File: config.mk
export PLATFORM = sky130hd
export DESIGN_NAME = uart_rx_bram_loader
export DESIGN_NICKNAME = d
export VERILOG_FILES = /design/src/rtl/uart_rx_bram_loader.sv
export SDC_FILE = /design/constraint.sdc
export NUM_CORES = 1
export LEC_CHECK = 0
export CORE_ASPECT_RATIO = 1.5
export CORE_MARGIN = 1.5
export CORE_UTILIZATION = 61
export DETAILED_ROUTE_END_ITERATION = 12
export GPL_ROUTABILITY_DRIVEN = 0
export GPL_TIMING_DRIVEN = 1
export HOLD_SLACK_MARGIN = 0.05
export PLACE_DENSITY = 0.89
export SKIP_CTS_REPAIR_TIMING = 1
export SYNTH_ARGS = -nofsm -noshare
export SYNTH_HDL_FRONTEND = slang
export SYNTH_SLANG_ARGS = --single-unit
File: constraint.sdc
create_clock -name clk -period 7.4 [get_ports clk]
set_input_delay 1.11 -clock clk [delete_from_list [all_inputs] [get_ports clk]]
set_output_delay 1.11 -clock clk [all_outputs]
set_load 0.005 [all_outputs]
File: src/rtl/uart_rx_bram_loader.sv
// uart_rx_bram_loader
// Receives 8-bit UART frames and writes each one in order into the
// computation input BRAM. A session starts on a rising edge of load_en
// and holds DEPTH bytes. When byte DEPTH-1 is written, load_done pulses
// so the controller can release the compute path.
//
// Optional feature: define UART_RX_PARITY_EN to expect one even-parity bit
// between the data bits and the stop bit (8E1, 11-bit frame). When it is
// not defined, frames are 8N1.
//
// Ports:
//   clk         system clock
//   rst_n       asynchronous active-low reset
//   rxd         asynchronous serial input, idle high
//   load_en     session enable level; a rising edge starts a session
//   bram_we     one-cycle BRAM write strobe
//   bram_addr   BRAM write address, valid while bram_we is high
//   bram_wdata  BRAM write data, valid while bram_we is high
//   loading     a session is active and the buffer is not yet full
//   load_done   one-cycle pulse, one cycle after the final write
//   frame_err   sticky framing/parity error, cleared at session start
//   byte_count  bytes written in the current session
module uart_rx_bram_loader #(
    parameter int unsigned CLKS_PER_BIT = 5208,
    parameter int unsigned ADDR_WIDTH   = 8,
    parameter int unsigned DEPTH        = 256
) (
    input  logic                  clk,
    input  logic                  rst_n,
    input  logic                  rxd,
    input  logic                  load_en,
    output logic                  bram_we,
    output logic [ADDR_WIDTH-1:0] bram_addr,
    output logic [7:0]            bram_wdata,
    output logic                  loading,
    output logic                  load_done,
    output logic                  frame_err,
    output logic [ADDR_WIDTH:0]   byte_count
);

    localparam int unsigned           CntW     = $clog2(CLKS_PER_BIT);
    localparam logic [CntW-1:0]       HalfCnt  = CntW'(CLKS_PER_BIT / 2);
    localparam logic [CntW-1:0]       LastCnt  = CntW'(CLKS_PER_BIT - 1);
    localparam logic [ADDR_WIDTH-1:0] LastAddr = ADDR_WIDTH'(DEPTH - 1);

    typedef enum logic [2:0] {
        StIdle,
        StStart,
        StData,
        StParity,
        StStop,
        StBreak
    } rx_state_e;

    // ------------------------------------------------------------------
    // Input synchronizer and edge history (reset to idle-high level)
    // ------------------------------------------------------------------
    logic rxd_meta_q, rxd_s_q, rxd_prev_q;

    always_ff @(posedge clk or negedge rst_n) begin
        if (!rst_n) begin
            rxd_meta_q <= 1'b1;
            rxd_s_q    <= 1'b1;
            rxd_prev_q <= 1'b1;
        end else begin
            rxd_meta_q <= rxd;
            rxd_s_q    <= rxd_meta_q;
            rxd_prev_q <= rxd_s_q;
        end
    end

    // ------------------------------------------------------------------
    // Receive FSM
    // ------------------------------------------------------------------
    rx_state_e       state_q, state_d;
    logic [CntW-1:0] cnt_q, cnt_d;
    logic [2:0]      bit_idx_q, bit_idx_d;
    logic [7:0]      shift_q, shift_d;
    logic            parity_bad_q, parity_bad_d;
    logic            rx_valid;   // good byte in shift_q this cycle
    logic            rx_ferr;    // framing or parity error this cycle

    always_ff @(posedge clk or negedge rst_n) begin
        if (!rst_n) begin
            state_q      <= StIdle;
            cnt_q        <= '0;
            bit_idx_q    <= '0;
            shift_q      <= '0;
            parity_bad_q <= 1'b0;
        end else begin
            state_q      <= state_d;
            cnt_q        <= cnt_d;
            bit_idx_q    <= bit_idx_d;
            shift_q      <= shift_d;
            parity_bad_q <= parity_bad_d;
        end
    end

    always_comb begin
        state_d      = state_q;
        cnt_d        = cnt_q;
        bit_idx_d    = bit_idx_q;
        shift_d      = shift_q;
        parity_bad_d = parity_bad_q;
        rx_valid     = 1'b0;
        rx_ferr      = 1'b0;

        case (state_q)
            StIdle: begin
                if (rxd_prev_q && !rxd_s_q) begin
                    state_d      = StStart;
                    cnt_d        = '0;
                    parity_bad_d = 1'b0;
                end
            end
            StStart: begin
                if (cnt_q == HalfCnt) begin
                    cnt_d     = '0;
                    bit_idx_d = '0;
                    // Start bit gone high again by mid-bit: treat as a glitch.
                    state_d   = rxd_s_q ? StIdle : StData;
                end else begin
                    cnt_d = cnt_q + 1'b1;
                end
            end
            StData: begin
                if (cnt_q == LastCnt) begin
                    cnt_d     = '0;
                    shift_d   = {rxd_s_q, shift_q[7:1]};
                    bit_idx_d = bit_idx_q + 1'b1;
                    if (bit_idx_q == 3'd7) begin
`ifdef UART_RX_PARITY_EN
                        state_d = StParity;
`else
                        state_d = StStop;
`endif
                    end
                end else begin
                    cnt_d = cnt_q + 1'b1;
                end
            end
`ifdef UART_RX_PARITY_EN
            StParity: begin
                if (cnt_q == LastCnt) begin
                    cnt_d   = '0;
                    state_d = StStop;
                    // Even parity: the parity bit equals the XOR of the data bits.
                    if (rxd_s_q != ^shift_q) begin
                        parity_bad_d = 1'b1;
                        rx_ferr      = 1'b1;
                    end
                end else begin
                    cnt_d = cnt_q + 1'b1;
                end
            end
`endif
            StStop: begin
                if (cnt_q == LastCnt) begin
                    cnt_d = '0;
                    if (rxd_s_q) begin
                        state_d  = StIdle;
                        rx_valid = !parity_bad_q;
                    end else begin
                        state_d = StBreak;
                        rx_ferr = 1'b1;
                    end
                end else begin
                    cnt_d = cnt_q + 1'b1;
                end
            end
            StBreak: begin
                // A line held low must return high before a new start is seen.
                if (rxd_s_q) begin
                    state_d = StIdle;
                end
            end
            default: state_d = StIdle;
        endcase
    end

    // ------------------------------------------------------------------
    // Loader
    // ------------------------------------------------------------------
    logic                  load_en_q;
    logic                  bram_we_q, bram_we_d;
    logic [ADDR_WIDTH-1:0] bram_addr_q, bram_addr_d;
    logic [7:0]            bram_wdata_q, bram_wdata_d;
    logic                  loading_q, loading_d;
    logic                  done_pend_q, done_pend_d;
    logic                  load_done_q, load_done_d;
    logic                  frame_err_q, frame_err_d;
    logic [ADDR_WIDTH-1:0] wr_ptr_q, wr_ptr_d;
    logic [ADDR_WIDTH:0]   byte_count_q, byte_count_d;

    logic                  load_rise;
    logic                  active;
    logic [ADDR_WIDTH-1:0] ptr_eff;
    logic [ADDR_WIDTH:0]   cnt_eff;

    always_ff @(posedge clk or negedge rst_n) begin
        if (!rst_n) begin
            load_en_q    <= 1'b0;
            bram_we_q    <= 1'b0;
            bram_addr_q  <= '0;
            bram_wdata_q <= '0;
            loading_q    <= 1'b0;
            done_pend_q  <= 1'b0;
            load_done_q  <= 1'b0;
            frame_err_q  <= 1'b0;
            wr_ptr_q     <= '0;
            byte_count_q <= '0;
        end else begin
            load_en_q    <= load_en;
            bram_we_q    <= bram_we_d;
            bram_addr_q  <= bram_addr_d;
            bram_wdata_q <= bram_wdata_d;
            loading_q    <= loading_d;
            done_pend_q  <= done_pend_d;
            load_done_q  <= load_done_d;
            frame_err_q  <= frame_err_d;
            wr_ptr_q     <= wr_ptr_d;
            byte_count_q <= byte_count_d;
        end
    end

    always_comb begin
        load_rise = load_en && !load_en_q;
        // A restart in the same cycle as a byte wins, so that byte lands at 0.
        ptr_eff   = load_rise ? '0 : wr_ptr_q;
        cnt_eff   = load_rise ? '0 : byte_count_q;
        active    = load_en && (load_rise || loading_q);

        bram_we_d    = 1'b0;
        bram_addr_d  = bram_addr_q;
        bram_wdata_d = bram_wdata_q;
        loading_d    = loading_q;
        done_pend_d  = 1'b0;
        load_done_d  = done_pend_q;
        frame_err_d  = frame_err_q;
        wr_ptr_d     = wr_ptr_q;
        byte_count_d = byte_count_q;

        if (load_rise) begin
            wr_ptr_d     = '0;
            byte_count_d = '0;
            frame_err_d  = 1'b0;
            loading_d    = 1'b1;
        end
        if (!load_en) begin
            loading_d = 1'b0;
        end

        if (rx_valid && active) begin
            bram_we_d    = 1'b1;
            bram_addr_d  = ptr_eff;
            bram_wdata_d = shift_q;
            wr_ptr_d     = ptr_eff + 1'b1;
            byte_count_d = cnt_eff + 1'b1;
            if (ptr_eff == LastAddr) begin
                loading_d   = 1'b0;
                done_pend_d = 1'b1;
            end
        end

        if (rx_ferr) begin
            frame_err_d = 1'b1;
        end
    end

    assign bram_we    = bram_we_q;
    assign bram_addr  = bram_addr_q;
    assign bram_wdata = bram_wdata_q;
    assign loading    = loading_q;
    assign load_done  = load_done_q;
    assign frame_err  = frame_err_q;
    assign byte_count = byte_count_q;

endmodule

==> results_dict.tcl, run 1 <==
set metrics [dict create \
    fin_worst_skew_ps 12.9 \
    grt_usage_pct 27.2 \
    grt_use_met1_pct 32.5 \
    ir_drop_mv 0.154 \
    ys_ff_latch 69 \
    rsz0062_at_grt "no" \
    cts_root_buf "clkbuf_8" \
    dieArea_sq_mm 0.00572 \
    min_period_ps 3380 \
    yosysTopAreaCellShare_pct 51.4 \
    hold-path-endpoint "load_done" \
    wl_per_cell_um 16.2 \
    synth_area_sq_mm 0.00322 \
    fillers 398 \
    async_flop_share_pct 100 \
    ant_nets 0 \
    slowest_delay_ps 950 \
    max_freq_ghz 0.296 \
    status "complete, no violations" \
    seq_area_sq_mm 0.00173 \
    crit_path_end_kind "flip-flop" \
    met2_usage_pct 46.7 \
    synthCells 326 \
    hold_viol_final 0 \
    synth_warnings 0 \
    p_leak_nw 1.64 \
    yosys.cell_types.count 53 \
    finalInstanceArea_sq_mm 0.00375 \
    grt.busiest_layer "met2" \
    grt_max_degree 70 \
    synth_edf_count 0 \
    cp.required_ps 7580 \
    die_h_um 91.9 \
    drive_gt1_share_pct 9.37 \
    clkTransAtPathRegs_ps 70 \
    crit_type "reg -> reg" \
    io_buffers 32 \
    numClockSinks 69 \
    reg2reg_depth 5 \
    grt_pass1_wl_um 12100 \
    cts_inserted_buffers 9 \
    synth_seq_area_share_pct 53.8 \
    clk_latency_ps 340 \
    syn_to_final_growth_pct 16.8 \
    initial_core_util_pct 62.7 \
    clockBufferDepth 2 \
    crit_chain "or4b_1 -> or4_1 -> o2bb2ai_2 -> nor3_1 -> o21ai_0" \
    grtUsageMet3_pct 5.15 \
    firstDrtPassIters 4 \
    cts_tree "done" \
    hold_start "done_pend_q" \
    min_period_over_period_pct 45.7 \
    yosysTopAreaCell "dfrtp_1" \
    finalMaxSlewViolations 0 \
    htree_num_levels 3 \
    drc_errors 0 \
    p_per_area_mw_per_mm2 242 \
    antenna_found_initial 0 \
    dieWidth_um 62.3 \
    r2r-start "cnt_q[9]" \
    rows 32 \
    drtIter0Drc 250 \
    r2r-end "cnt_q[5]" \
    dpl-instance-area_sq_mm 0.00357 \
    min_path_type "reg -> reg" \
    vias 2575 \
    grt_overflow 0 \
    synth_nets 336 \
    viasPerCell 5.97 \
    tightest_slew_ps 1220 \
    multiInputGateArea_sq_mm 0.00140 \
    drv_cap 0 \
    slew_headroom_pct 18.4 \
    routed_wirelength_um 6990 \
    worstSetupStartpointType "flip-flop" \
    n_antenna_cell 0 \
    setup_viol 0 \
    whs_path_depth 0 \
    grt_pass1_vias 2584 \
    yosys_most_used_dff "dfrtp_1" \
    ioPinCount 33 \
    cp_max_fo 11 \
    ys_top_cells_by_area "dfrtp_1 51%, nand2_1 6.8%, o21ai_0 3.6%" \
    nNetsFinal 368 \
    cp_slowest_cell "nor3_1" \
    place_hpwl_um 4690 \
    fin_tns_setup_ps 0 \
    cp_data_arrival_time_ps 3560 \
    avgSynthCellArea_sq_um 9.86 \
    core_area_sq_mm 0.00512 \
    regToRegSetupSlack_ps 4020 \
]
[state kept, by name, summed over array words and instances, names as in the netlist, 3 cells and up]
signal      cells
cnt_q          13
byte_count      9
bram_addr       8
bram_wdata      8
shift_q         8
wr_ptr_q        8
bit_idx_q       3
state_q         3
[routing by layer]
metal	part of all wire, %	vias to the layer above
li1	-	1208
met1	40	1287
met2	54	63
met3	3.4	17
met4	2.4	0
met5	0	-
[stage by stage]
step	std cells	hold WS [ps]	total power, mW	utilization (%)	worst slack, ps
3_5_place_dp	415	349	0.618	69.6	3870
4_1_cts	431	355	0.913	73.3	4000
3_3_place_gp	415	346	0.608	69.6	3950
5_1_grt	431	361	0.954	73.3	3800
2_1_floorplan	326	331	0.566	-	4580
6_report	431	353	0.909	73.3	4020
[layout by cell type (no fill, tap or decap), types with 4 or more instances in the layout]
cell             synthesis  final
dfrtp_1                 66     66
nand2_1                 58     58
clkdlybuf4s50_1          0     31
nor2_1                  24     24
o21ai_0                 23     23
nand3_1                 17     17
nor3_1                  17     17
xnor2_1                 12     12
clkbuf_8                 0     10
inv_1                    9      9
mux2_2                   8      8
nor4_1                   7      7
ha_1                     6      6
nand2b_1                 4      4
o21ai_1                  4      4
clkbuf_1                 7      4
[cell usage after synthesis (all sizes together), types with 2 or more instances]
cell type / n
or4bb: 2
buf: 5
o21ai: 27
o2bb2ai: 4
a21oi: 2
o22ai: 2
nand2: 58
nand2b: 4
mux2i: 2
or4: 2
and2: 2
nor2b: 2
xnor2: 12
and3: 2
and4: 2
nor3: 17
mux2: 8
dfrtp: 66
nand4: 3
clkbuf: 7
nand3: 17
or2: 5
inv: 9
dfstp: 3
xor2: 2
nor2: 25
ha: 6
a31oi: 3
or4b: 2
nor4: 8
o31ai: 3
[power breakdown]
group / total [mW] / switching [mW] / internal, mW
clock network: 0.294 / 0.129 / 0.165
logic: 0.195 / 0.134 / 0.0612
registers: 0.420 / 0.0244 / 0.395
[worst max-delay path: cells and delay by family, from the launching register on]
kind | cells | cell delay [ps]
flip-flops | 1 | 480
AND/OR/NAND/NOR | 3 | 2240
AO/OA/AOI/OAI | 2 | 490
[layout make-up]
type | count | share of cell area [%]
inverters | 9 | 0.900
flip-flops and latches | 69 | 46.1
repair buffers | 33 | 8.60
multi-input cells | 236 | 37.2
well taps | 68 | 2.27
clock inverters | 2 | 0.933
clock buffers | 14 | 4.07
[worst max path at each step]
stage / start / endpoint / slack (ps) / depth (start not counted)
after floorplan: load_en / loading / 4580 / 10
after global placement: load_en / byte_count[1] / 3950 / 4
after detailed placement: load_en / byte_count[1] / 3870 / 4
after CTS: cnt_q[9] / cnt_q[5] / 4000 / 5
after global routing: cnt_q[9] / cnt_q[9] / 3800 / 5
final: cnt_q[9] / cnt_q[5] / 4020 / 5
[kinds of logic after synthesis]
family,after synthesis,synth area share (%)
and+or+nand+nor,157,24.1
DFF,69,53.8
AOI/OAI and AO/OA,48,9.38
buffers and inverters,21,2.80
xor gates and xnor gates,14,3.81
muxes,10,3.42
adders and majority gates,7,2.65
No activity file was read; power rests on OpenSTA's default activity.
==> inputs of run 2 (changes only) <==
--- a/config.mk
+++ b/config.mk
@@ -7,12 +7,12 @@
 export LEC_CHECK = 0
 export CORE_ASPECT_RATIO = 1.5
 export CORE_MARGIN = 1.5
-export CORE_UTILIZATION = 61
+export CORE_UTILIZATION = 56
 export DETAILED_ROUTE_END_ITERATION = 12
 export GPL_ROUTABILITY_DRIVEN = 0
 export GPL_TIMING_DRIVEN = 1
 export HOLD_SLACK_MARGIN = 0.05
-export PLACE_DENSITY = 0.89
+export PLACE_DENSITY = 0.83
 export SKIP_CTS_REPAIR_TIMING = 1
 export SYNTH_ARGS = -nofsm -noshare
 export SYNTH_HDL_FRONTEND = slang
==> constraint.sdc (replaced) <==
create_clock -name clk -period 3.49 [get_ports clk]
set_input_delay 0.5235 -clock clk [delete_from_list [all_inputs] [get_ports clk]]
set_output_delay 0.5235 -clock clk [all_outputs]
set_load 0.005 [all_outputs]
==> run 2 against run 1 <==
Net effect: wire length is 3.0% lower; critical path type unchanged; setup slack worse by 3400 ps; via count is 1.3% lower; highest routed layer unchanged; largest power group unchanged.
==> results_dict.tcl, run 2 (synthesis gave the netlist of run 1 again) <==
set metrics [dict create \
    min_path_type "in -> async" \
    ant_nets 0 \
    n_antenna_cell 0 \
    hold_ws_ps 122 \
    reg2reg_depth 8 \
    cp_slowest_cell "or4b_2" \
    endpoint "cnt_q[9]" \
    final_common_cell "dfrtp_1" \
    p_sw_share_pct 33.0 \
    ioPinCount 33 \
    dr_wl_met3_um 249 \
    drtIter0Drc 183 \
    min_period_over_period_pct 81.9 \
    routed_wirelength_um 6790 \
    path_buf_inv 2 \
    core_area_sq_mm 0.00549 \
    largest_reg_flops 13 \
    grt_max_degree 33 \
    layout_common_cells "66 x dfrtp_1, 58 x nand2_1, 31 x clkdlybuf4s50_1" \
    tightest_slew_ps 947 \
    power.internal_mw 1.32 \
    setup_viol 0 \
    cts_root_buf "clkbuf_8" \
    clk_latency_ps 350 \
    clkTransAtPathRegs_ps 80 \
    status "complete, no violations" \
    crit_start "cnt_q[0]" \
    die_h_um 95.8 \
    ir_drop_mv 0.367 \
    dieArea_sq_mm 0.00621 \
    grt_pass1_vias 2623 \
    wl_per_cell_um 15.5 \
    crit_type "reg -> reg" \
    top_register "cnt_q" \
    finalMaxSlewViolations 0 \
    slowest_delay_ps 590 \
    crit_path_end_kind "flip-flop" \
    cp_max_fo 9 \
    worst-path-stages 8 \
    drv_cap 0 \
    place_hpwl_um 4830 \
    clock_power_share_pct 32.8 \
    r2r-end "cnt_q[9]" \
    slew_headroom_pct 36.8 \
    switchingPower_mw 0.650 \
    rows 33 \
    drive_gt1_share_pct 11.9 \
    grt_pass1_wl_um 11800 \
    vias 2541 \
    drc_errors 0 \
    grt_overflow 0 \
    combPwrFrac_pct 21.8 \
    routed-wl-met2_um 3520 \
    numClockSinks 69 \
    wl_met1_um 2810 \
    cp.required_ps 3730 \
    highest_layer "met4" \
    viasPerCell 5.79 \
    fin_tns_setup_ps 0 \
    p_leak_nw 1.67 \
    syn_to_final_growth_pct 18.6 \
    dieWidth_um 64.9 \
    grt_usage_pct 25.0 \
    crit_family "simple AND/OR/NAND/NOR gates" \
    fin_worst_skew_ps 8.05 \
    clockBufferDepth 2 \
    initial_core_util_pct 58.6 \
    nNetsFinal 374 \
    cts_inserted_buffers 9 \
    r2r-start "cnt_q[0]" \
    worstSetupStartpointType "flip-flop" \
    regToRegSetupSlack_ps 630 \
    total_power_mw 1.97 \
    min_period_ps 2860 \
    htree_num_levels 3 \
    p_per_area_mw_per_mm2 517 \
    firstDrtPassIters 4 \
    cp_data_arrival_time_ps 3090 \
    hold_viol_final 0 \
    crit_chain "inv_1 -> ha_1 -> or4b_2 -> nor4_1 -> o2bb2ai_2 -> nor3_1 -> buf_4 -> o21ai_0" \
    antenna_found_initial 0 \
    io_buffers 32 \
    max_freq_ghz 0.350 \
    cts_tree "done" \
    pwr-share-seq_pct 45.4 \
    rsz0062_at_grt "no" \
]
==> run 2: power groups by stage <==
stage	clock [mW]	sequential, mW	combinational [mW]
2_1_floorplan	0	0.888	0.312
3_3_place_gp	0	0.902	0.411
3_5_place_dp	0	0.906	0.424
4_1_cts	0.662	0.891	0.425
5_1_grt	0.687	0.900	0.478
6_report	0.646	0.895	0.430
==> run 2: through the flow <==
step	cell area, sq um	std cells	utilization (%)	worst slack, ps
finish	3810	439	69.4	631
global route	3810	439	69.4	447
CTS	3810	439	69.4	663
detailed placement	3610	423	65.8	699
global placement	3610	423	65.8	689
floorplan	3220	326	-	1020
==> run 2: cell type report <==
| type | count | area, sq um |
|---|---|---|
| inverter | 9 | 33.8 |
| clock buffer | 9 | 124 |
| fill | 428 | 1680 |
| tap | 70 | 87.6 |
| multi-input combinational | 236 | 1400 |
| sequential | 69 | 1730 |
| timing repair buffer | 39 | 368 |
| clock inverter | 7 | 75.1 |
==> run 2: worst register-to-register path: stages, from the launching register on <==
cell and delay, ps:
dfrtp_1 470, inv_1 100, ha_1 140, or4b_2 590, nor4_1 570, o2bb2ai_2 210, nor3_1 330, buf_4 240
o21ai_0 100
==> run 2: worst min path at each step <==
stage / end / slack, ps / depth (start not counted)
after CTS: cnt_q[7] / 130 / 1
after global routing: cnt_q[11] / 160 / 1
after global placement: load_done / 350 / 0
after floorplan: bit_idx_q[0] / 230 / 0
final: cnt_q[7] / 120 / 1
after detailed placement: rxd_s_q / 350 / 0
==> run 2: layer usage <==
layer  up-vias  track usage, %
li1       1218               -
met1      1246            29.6
met2        53            41.8
met3        24            5.38
met4         0            14.9
met5         -               0
